<file path="src/rtl/dbus_arbiter.sv">
// dbus_arbiter: two-master single-port dbus arbiter with bounded lock and registered read return.
// Define DBUS_ARB_RR_EN for round-robin contention; otherwise master 0 has fixed priority.
module dbus_arbiter #(
    parameter int DW       = 16,
    parameter int AW       = 16,
    parameter int MAX_HOLD = 4
) (
    input  logic          clk,
    input  logic          rst,
    input  logic          m0_req,
    input  logic          m0_we,
    input  logic          m0_lock,
    input  logic [AW-1:0] m0_addr,
    input  logic [DW-1:0] m0_wdata,
    output logic          m0_gnt,
    output logic [DW-1:0] m0_rdata,
    output logic          m0_rvalid,
    input  logic          m1_req,
    input  logic          m1_we,
    input  logic          m1_lock,
    input  logic [AW-1:0] m1_addr,
    input  logic [DW-1:0] m1_wdata,
    output logic          m1_gnt,
    output logic [DW-1:0] m1_rdata,
    output logic          m1_rvalid,
    output logic [AW-1:0] bus_addr,
    output logic [DW-1:0] bus_din,
    output logic          bus_we,
    input  logic [DW-1:0] bus_dout
);
    localparam int HW = $clog2(MAX_HOLD + 1);

    typedef enum logic [1:0] {IDLE, OWN0, OWN1} state_t;

    state_t        state_q, state_d;
    logic [HW-1:0] hold_q, hold_d;
    logic          last_gnt_q, rv0_q, rv1_q;
    logic          hold_ok, keep0, keep1, pick1, acc_lock;

`ifdef DBUS_ARB_RR_EN
    assign pick1 = !last_gnt_q;
`else
    assign pick1 = 1'b0;
`endif

    always_comb begin
        hold_ok  = hold_q < HW'(MAX_HOLD);
        keep0    = state_q == OWN0 && m0_req && (!m1_req || hold_ok);
        keep1    = state_q == OWN1 && m1_req && (!m0_req || hold_ok);
        // Without a keeping owner, contention goes to the other master on lock expiry, else to policy
        m0_gnt   = !rst && m0_req && (keep0 || (!keep1 && (!m1_req || state_q == OWN1 ||
                   (state_q == IDLE && !pick1))));
        m1_gnt   = !rst && m1_req && !m0_gnt;
        bus_addr = m0_gnt ? m0_addr : m1_gnt ? m1_addr : '0;
        bus_din  = m0_gnt ? m0_wdata : m1_gnt ? m1_wdata : '0;
        bus_we   = m0_gnt ? m0_we : m1_gnt && m1_we;
        acc_lock = m0_gnt ? m0_lock : m1_gnt && m1_lock;
        state_d  = acc_lock ? (m1_gnt ? OWN1 : OWN0) : IDLE;
        hold_d   = !acc_lock ? '0 : state_q == state_d ? hold_q + HW'(hold_ok) : HW'(1);
        m0_rvalid = rv0_q && !rst;
        m1_rvalid = rv1_q && !rst;
        m0_rdata  = m0_rvalid ? bus_dout : '0;
        m1_rdata  = m1_rvalid ? bus_dout : '0;
    end

    always_ff @(posedge clk) begin
        if (rst) begin
            state_q    <= IDLE;
            hold_q     <= '0;
            last_gnt_q <= 1'b0;
            rv0_q      <= 1'b0;
            rv1_q      <= 1'b0;
        end else begin
            state_q    <= state_d;
            hold_q     <= hold_d;
            last_gnt_q <= (m0_gnt || m1_gnt) ? m1_gnt : last_gnt_q;
            rv0_q      <= m0_gnt && !m0_we;
            rv1_q      <= m1_gnt && !m1_we;
        end
    end
endmodule

</file>
<file path="config.mk">
export PLATFORM = sky130hd
export DESIGN_NAME = dbus_arbiter
export DESIGN_NICKNAME = d
export VERILOG_FILES = /design/src/rtl/dbus_arbiter.sv
export SDC_FILE = /design/constraint.sdc
export NUM_CORES = 1
export LEC_CHECK = 0
export CORE_MARGIN = 1
export CORE_UTILIZATION = 22
export DETAILED_ROUTE_END_ITERATION = 7
export GPL_TIMING_DRIVEN = 0
export PLACE_DENSITY = 0.82
export SYNTH_ARGS = -nofsm -noshare
export SYNTH_HDL_FRONTEND = slang
export SYNTH_SLANG_ARGS = --single-unit
</file>
<file path="constraint.sdc">
create_clock -name clk -period 1.66 [get_ports clk]
set_input_delay 0.166 -clock clk [delete_from_list [all_inputs] [get_ports clk]]
set_output_delay 0.166 -clock clk [all_outputs]
set_load 0.1 [all_outputs]
</file>
## Word-level counts from Yosys, hierarchy flattened

Cells that the tools add are included.

| word-level totals | value |
|---|---|
| input bits | 88 |
| register bits | 7 |
| output and inout port bits | 69 |
| word-level logic and storage cells | 53 |

| cells by class | value |
|---|---|
| $lt $le $gt $ge | 1 |
| mux-type cells | 11 |
| reduce and logical (&&, ||, !) cells | 30 |
| add/sub/neg operators | 1 |
| bitwise gates (word level) | 2 |
| eq/ne operators | 3 |

Operators by type and width:

| operator | number |
|---|---|
| 16-bit two-way mux | 6 |
| 1-bit logical AND | 15 |
| 1-bit logical NOT | 7 |
| 1-bit logical OR | 5 |
| 2-bit two-way mux | 2 |
| 3-bit by 1-bit adder with 3-bit output | 1 |
| 3-bit less-than comparator, second input constant | 1 |
| 1-bit two-way mux | 3 |
| 3-bit OR reduction | 1 |
| 2-bit by 1-bit equality test with 1-bit output, second input constant | 1 |
| 2-bit equality test | 1 |
| 2-bit equality test, second input constant | 1 |
| 2-bit logical NOT | 1 |
| 1-bit NOT | 2 |
| 2-bit OR reduction | 1 |

## Logic depth before layout (Yosys ltp)

| depth | value |
|---|---|
| depth after elaboration | 15 |
| gate-level depth with buffers | 6 |
| depth with buffers taken out | 5 |

## Worst setup path before layout

OpenSTA, ideal clock, no wires.

| timing path | value |
|---|---|
| path kind | register to output |
| start point | reg rv0_q |
| end point | out m0_rdata[10] |
| required time | 1.494 ns |
| buffers on the path | 1 |
| slack | -0.920 ns |
| arrival time | 2.414 ns |
| stages on the path, launching flop included | 4 |
| path through | dfxtp_1 -> nor2b_1 -> clkbuf_1 -> and2_1 |

| on the way | value |
|---|---|
| longest elaborated chain between the ends | 2 |

Ends and longest elaborated chain:

| item | RTL line | text |
|---|---|---|
| start: declaration | 37 | `logic last_gnt_q, rv0_q, rv1_q;` |
| start signal: assignment | 77 | `rv0_q <= m0_gnt && !m0_we;` |
| 1-bit logical AND | 60 | `m0_rvalid = rv0_q && !rst;` |
| named net m0_rvalid | 17 | `output logic m0_rvalid,` |
| 16-bit two-way mux | 62 | `m0_rdata = m0_rvalid ? bus_dout : '0;` |
| end: declaration | 16 | `output logic [DW-1:0] m0_rdata,` |

The timed path passes the listed nets, and every way through them passes these cells.

## Final worst setup path

| timing path | value |
|---|---|
| start point | reg hold_q[2] |
| end point | out bus_addr[7] |

| on the way | value |
|---|---|
| longest elaborated chain between the ends | 11 |
| elaborated cells between the ends (all ways) | 13 |
| classes of those cells | order compare: 1; mux: 2; reduce/logical: 10 |

Ends and longest elaborated chain:

| item | RTL line | text |
|---|---|---|
| start: declaration | 36 | `logic [HW-1:0] hold_q, hold_d;` |
| start signal: assignment | 75 | `hold_q <= hold_d;` |
| 3-bit less-than comparator * | 47 | `hold_ok = hold_q < HW'(MAX_HOLD);` |
| 1-bit logical OR | 49 | `keep1 = state_q == OWN1 && m1_req && (!m0_req \|\| hold_ok);` |
| 1-bit logical AND | 49 |  |
| 1-bit logical NOT | 51 | `m0_gnt = !rst && m0_req && (keep0 \|\| (!keep1 && (!m1_req \|\| state_q == OWN1 \|\|` |
| 1-bit logical AND | 51 |  |
| 1-bit logical OR * | 51 |  |
| 1-bit logical AND * | 51 |  |
| 1-bit logical NOT | 53 | `m1_gnt = !rst && m1_req && !m0_gnt;` |
| 1-bit logical AND | 53 |  |
| 16-bit two-way mux | 54 | `bus_addr = m0_gnt ? m0_addr : m1_gnt ? m1_addr : '0;` |
| 16-bit two-way mux * | 54 |  |
| end: declaration | 26 | `output logic [AW-1:0] bus_addr,` |

Every way passes the cells marked *; elsewhere a longest branch is shown, timed or not.

==> results_dict.tcl <==
set metrics [dict create \
    outcome "complete, but fails checks" \
    violations "setup timing" \
    cp-endpoint "bus_addr[7]" \
    crit_family "buffers and inverters" \
    power_density_nw_per_um2 500 \
    drc 0 \
    finalCritPeriodShare_pct 115 \
    finalSetupViolations 35 \
    critPathBufInv 4 \
    critPathMaxStageDelay_ns 0.36 \
    cts_hold_buf 0 \
    crit-reg2reg-capture "hold_q[0]" \
    critPathLaunchType "flip-flop" \
    grt_overflow 0 \
    r2r_setup_slack_ns 0.30 \
    cts.clk_slew.worst_paths_ns 0.04 \
    cpMaxStageDelayCell "dfxtp_4" \
    slew_headroom_pct 66.6 \
    vdd_drop_max_mv 0.518 \
    vias 1550 \
    hp-class "in -> reg" \
    gp_congestion 0.734 \
    syn_inst 111 \
    drive_gt1_share_pct 52.9 \
    required_ns 1.49 \
    cts_buffers 3 \
    cts_tree "done" \
    n_fill_cell 261 \
    drtIter0Drc 38 \
    path_depth 7 \
    fmax_mhz 522 \
    critPathLaunch "hold_q[2]" \
    skew_ns 0.00333 \
    setup_ws_ns -0.255 \
    area_growth_syn_to_layout_pct 248 \
    drt-vias-per-instance 4.73 \
    synth_top_area_share_pct 22.4 \
    coreArea_um2 4060 \
    whs_ns 0.376 \
    arrival_ns 1.75 \
    antenna_found_initial 0 \
    syn-num-nets 201 \
    grt_pass1_vias 1618 \
    ys_seq_area_share_pct 14.9 \
    crit_type "reg -> out" \
    firstDrtPassIters 3 \
    synth_area_leaders "a22o_1, and2_1, dfxtp_1, a22o_2, buf_6" \
    slew_violations 0 \
    initial_core_util_pct 23.1 \
    r2r_cells 6 \
    synth_seq_cells 7 \
    row_count 23 \
    cts_max_level 1 \
    routed_wl_mm 6.08 \
    hold_viol_final 0 \
    die-area_um2 4530 \
    cts-root-buf "clkbuf_8" \
    antenna_left 0 \
    netlist_area_um2 938 \
    wl_per_cell_um 18.5 \
    endpoint_kind "primary output" \
    worstMarginPinSlew_ns 0.504 \
    grt_pass1_wl_mm 8.20 \
    clk_latency_ns 0.23 \
    io_pins 157 \
    die_h_um 67.3 \
    dp_hpwl_mm 4.10 \
    place_ws_ns -1.34 \
    synth_top_cell_by_area "a22o_1" \
    numPortBuffers 156 \
    r2r-start "hold_q[2]" \
    n_antenna_cell 0 \
    crit_top_cell "buf_12" \
    max_cap_viol_count 0 \
    rsz0062_at_grt "yes" \
    grt_max_degree 11 \
    worstPathCellList "mux2_4 > a21oi_4 > buf_12 > buf_12 > buf_16 > a22o_4 > buf_12" \
    die_w_um 67.3 \
    p_leak_uw 0.00147 \
    yosysUniqueCellTypes 29 \
    yosysWarnings 0 \
    cp_max_fo 6 \
    clockBufferDepth 2 \
    clkSinkCount 7 \
    nets 369 \
    syn_area_per_cell_um2 8.45 \
    grt_util_all_layers_pct 24.9 \
    min_period_ns 1.92 \
]
[routing by layer]
layer | wire [um] | track usage [%] | part of all wire, % | up-vias
met5 | 0 | 0 | 0 | -
li1 | - | - | - | 746
met2 | 3390 | 50.7 | 56 | 95
met3 | 550 | 6.08 | 9.0 | 14
met4 | 174 | 9.84 | 2.9 | 0
met1 | 1970 | 22.9 | 32 | 695
[cell usage after synthesis, drive strengths merged]
library cell  instances
and2                 33
a22o                 32
buf                   7
dfxtp                 7
a21oi                 4
inv                   3
a21boi                2
clkbuf                2
ha                    2
mux2                  2
nand2                 2
nand2b                2
nor2b                 2
a2111o                1
a211oi                1
and2b                 1
and3b                 1
mux2i                 1
nand3b                1
nand4                 1
nor2                  1
nor3b                 1
o32a                  1
xnor2                 1
[worst min path at each step]
stage	start	cells after the start	slack, ns	to
after global routing	m0_req	2	0.40	state_q[1]
final	m0_req	2	0.38	state_q[1]
after floorplan	m0_req	1	0.27	state_q[1]
after detailed placement	state_q[0]	2	0.57	hold_q[2]
after CTS	m1_req	2	0.49	state_q[0]
after global placement	state_q[0]	2	0.56	hold_q[2]
[state kept, by name, summed over array words and instances, names as in the netlist]
signal   flops
rv1_q        1
hold_q       3
state_q      2
rv0_q        1
[layout make-up]
type	instances	area (um2)	area share (%)
Sequential cell	7	145	4.45
Clock buffer	4	45.0	1.38
Timing Repair Buffer	165	1920	58.8
Tap cell	50	62.6	1.92
Inverter	3	11.3	0.345
Multi-Input combinational cell	92	991	30.4
Buffer	7	87.6	2.69
[placed cells by master, fill, tap and decap left out]
cell type        count
clkbuf_8             3
nand4_1              1
dlygate4sd2_1        2
nand2_1              2
clkbuf_4             2
dlymetal6s2s_1       1
nand2b_1             2
a21oi_1              2
buf_6                4
nor3b_1              1
buf_8                3
dfxtp_2              1
nor2b_4              2
nor2_1               1
nand3b_1             1
and2_1              15
a211oi_1             1
o32a_1               1
a21boi_0             2
buf_2               14
buf_16               1
and3b_1              1
buf_12              38
ha_1                 2
xnor2_1              1
a22o_2               8
and2b_1              1
a22o_4              24
mux2_4               2
dfxtp_1              5
mux2i_4              1
inv_1                3
a2111o_1             1
a21oi_4              2
dfxtp_4              1
clkbuf_1             1
and2_2              18
clkdlybuf4s50_1     84
buf_4               23
[per-stage QoR]
stage	setup TNS (ns)	total power, uW	instances	cell area (um2)	util, %
final	-6.74	1630	328	3260	80.4
after global routing	-8.69	1680	328	3260	80.4
after CTS	-7.67	1620	328	3230	79.7
after detailed placement	-77.57	1160	317	2700	66.5
after global placement	-76.69	1150	317	2700	66.5
after floorplan	-3.09	804	111	1070	-
[power by group]
group          internal (uW)  switching (uW)
sequential               173            4.40
combinational            534             678
clock                    166            77.0
[logic make-up after synthesis]
family / after synthesis / synth area share [%]
AOI/OAI and AO/OA: 41 / 39.3
DFF: 7 / 14.9
and+or+nand+nor: 45 / 29.9
muxes: 3 / 3.87
buffers and inverters: 12 / 8.40
xor gates and xnor gates: 1 / 0.934
adders and majority gates: 2 / 2.67
[what timing repair did]
action                     4_1_cts  5_1_grt
gates resized for setup        532       14
setup endpoints to repair       69       48
cloned                           1        0
pin swaps                       11        3
setup buffers                    7        1
No activity file was read; power rests on OpenSTA's default activity.
==> RTL change, RTL diff (same flow settings) <==
Change the parameter `DW` from 16 to 14.
--- a/src/rtl/dbus_arbiter.sv
+++ b/src/rtl/dbus_arbiter.sv
@@ -1,7 +1,7 @@
 // dbus_arbiter: two-master single-port dbus arbiter with bounded lock and registered read return.
 // Define DBUS_ARB_RR_EN for round-robin contention; otherwise master 0 has fixed priority.
 module dbus_arbiter #(
-    parameter int DW       = 16,
+    parameter int DW       = 14,
     parameter int AW       = 16,
     parameter int MAX_HOLD = 4
 ) (
Interface: changed (6 resized); port bits go from 157 to 145. The function was not compared with the original's and may differ.
==> RTL change against the original RTL <==
  * The flow still finishes with violations (setup timing)
  * Worst setup slack better by 0.024 ns
  * Worst hold slack better by 0.027 ns
  * Maximum frequency up 1.3%
  * Area after synthesis down 4.5%
  * Clock skew down 0.0027 ns
  * Sequential cell count unchanged
  * Total power down 4.8%
  * Wire length down 13%
  * Final area down 4.6%
==> RTL change: results (changes against the original RTL) <==
Place
  • Dpl hpwl: 3.53 mm (-14%)
  • Dpl cells: 297 (-6.3%)
  • Routability cong.: 0.692 (-5.8%)
  • DP Area: 2680 µm² (-0.88%)
  • Place WS: -1.25 ns (+0.0890 ns)
  • PortBufs: 144 (-7.7%)

Clocking
  • # Post-CTS Setup Buffers: 3 (-4)
  • CTS-repair resized insts: 457 (-14%)
  • Worst-Skew Late Latency: 0.23 ns (about the same)
  • H-tree depth: 1 (unchanged)
  • CTS root buffer: clkbuf_8
  • Clock Tree Buf Depth: 2 (unchanged)

Final layout
  • N_diodes: 0 (unchanged)
  • Layout cells sized above 1: 52.7% (-0.14 points)
  • Layout filler cell count: 201 (-23%)
  • Final core utilization: 82.5% (+2.2 points)
  • Nets: 341 (-7.6%)

Logic synthesis
  • Netlist cell types: 29 (unchanged)
  • Post-Syn Nets: 189 (-6.0%)
  • Leading post-synthesis cells by cell area: a22o_1 (22%), and2_1 (20%), dfxtp_1 (16%)
  • Avg Inst Size Synth: 8.53 µm² (+0.92%)
  • Seq/Total Area, Yosys: 15.6% (+0.71 points)
  • Most frequent cells after synthesis: and2_1 (29), a22o_1 (22), a22o_2 (8)

Routing
  • Antenna-violating nets left: 0 (unchanged)
  • Drt first pass iters: 4 (+1)
  • Wirelength per Cell: 17.5 µm (-5.9%)
  • WL final: 5.31 mm (-13%)
  • Post-DR vias/cell: 4.74 (+0.38%)
  • Iter 0 DRT Violations: 24 (-37%)

Critical path
  • Top Family by Delay on Critical Path: multiplexers
  • CP endpoint kind: primary output
  • R2R cell count: 6 (unchanged)
  • CP Max Fanout: 5 (-1)
  • RR Startpoint: hold_q[2]
  • CP startpoint kind: register
  • Worst setup endpoint: bus_we
  • Worst R2R Setup Slack: 0.27 ns (-0.03 ns)

STA
  • Min Hold Slack: 0.403 ns (+0.0275 ns)
  • Final worst setup slack: -0.231 ns (+0.0240 ns)
  • Setup TNS Final: -6.46 ns (+0.279 ns)
  • Final setup fails: 32 (-8.6%)
  • Worst slew margin: 63.0% (-3.6 points)
  • Clock Skew: 0.000642 ns (-0.00269 ns)

Power
  • Psw: 715 µW (-5.9%)
  • Maximum vdd drop: 0.328 mV (-37%)
  • Sw Share: 46.0% (-0.55 points)
  • Leak: 1.38 nW (-6.1%)
  • Comb pwr share: 73.1% (-1.1 points)

GRT
  • Largest net degree at the start of global routing: 11 (unchanged)
  • Global-route wire length before repair: 7.76 mm (-5.5%)
  • Vias in the first global route: 1,567 (-3.2%)
  • Antenna violations before repair: 0 (unchanged)
  • Total global-route track usage: 23.8% (-1.1 points)

Min path
  • Hold Path Class: in2reg
  • Hold wc startpoint: m1_req
  • Hold EP: state_q[0]

Status
  • Status: finished with violations
  • Failing checks: setup timing
==> RTL change: worst register-to-register path: stages (launching register included) <==
cell,delay [ns]
dfxtp_4,0.36
buf_4,0.13
inv_1,0.05
ha_1,0.28
nor3b_1,0.20
a211oi_1,0.07
o32a_1,0.18
==> RTL change: cell type report <==
type	instances	area share (%)
buffer	8	3.34
clock buffer	4	1.45
inverter	3	0.362
multi-input combinational	86	31.5
sequential	7	4.66
tap	48	1.93
timing repair buffer	148	56.8
==> RTL change: cells by family (layout without fill, tap and decap cells) <==
kind of cell / Yosys count / count (layout) / synth area share [%]
muxes: 3 / 3 / 4.05
AOI/OAI and AO/OA: 39 / 39 / 39.2
and+or+nand+nor: 41 / 41 / 28.5
xor gates and xnor gates: 1 / 1 / 0.978
buffers and inverters: 12 / 163 / 8.80
DFF: 7 / 7 / 15.6
adders and majority gates: 2 / 2 / 2.79
==> RTL change: routing by layer <==
layer	part of all wire, %	global-route usage (%)
met4	1.3	5.71
met2	52	44.9
met5	0	0
met3	14	11.2
met1	33	22.9
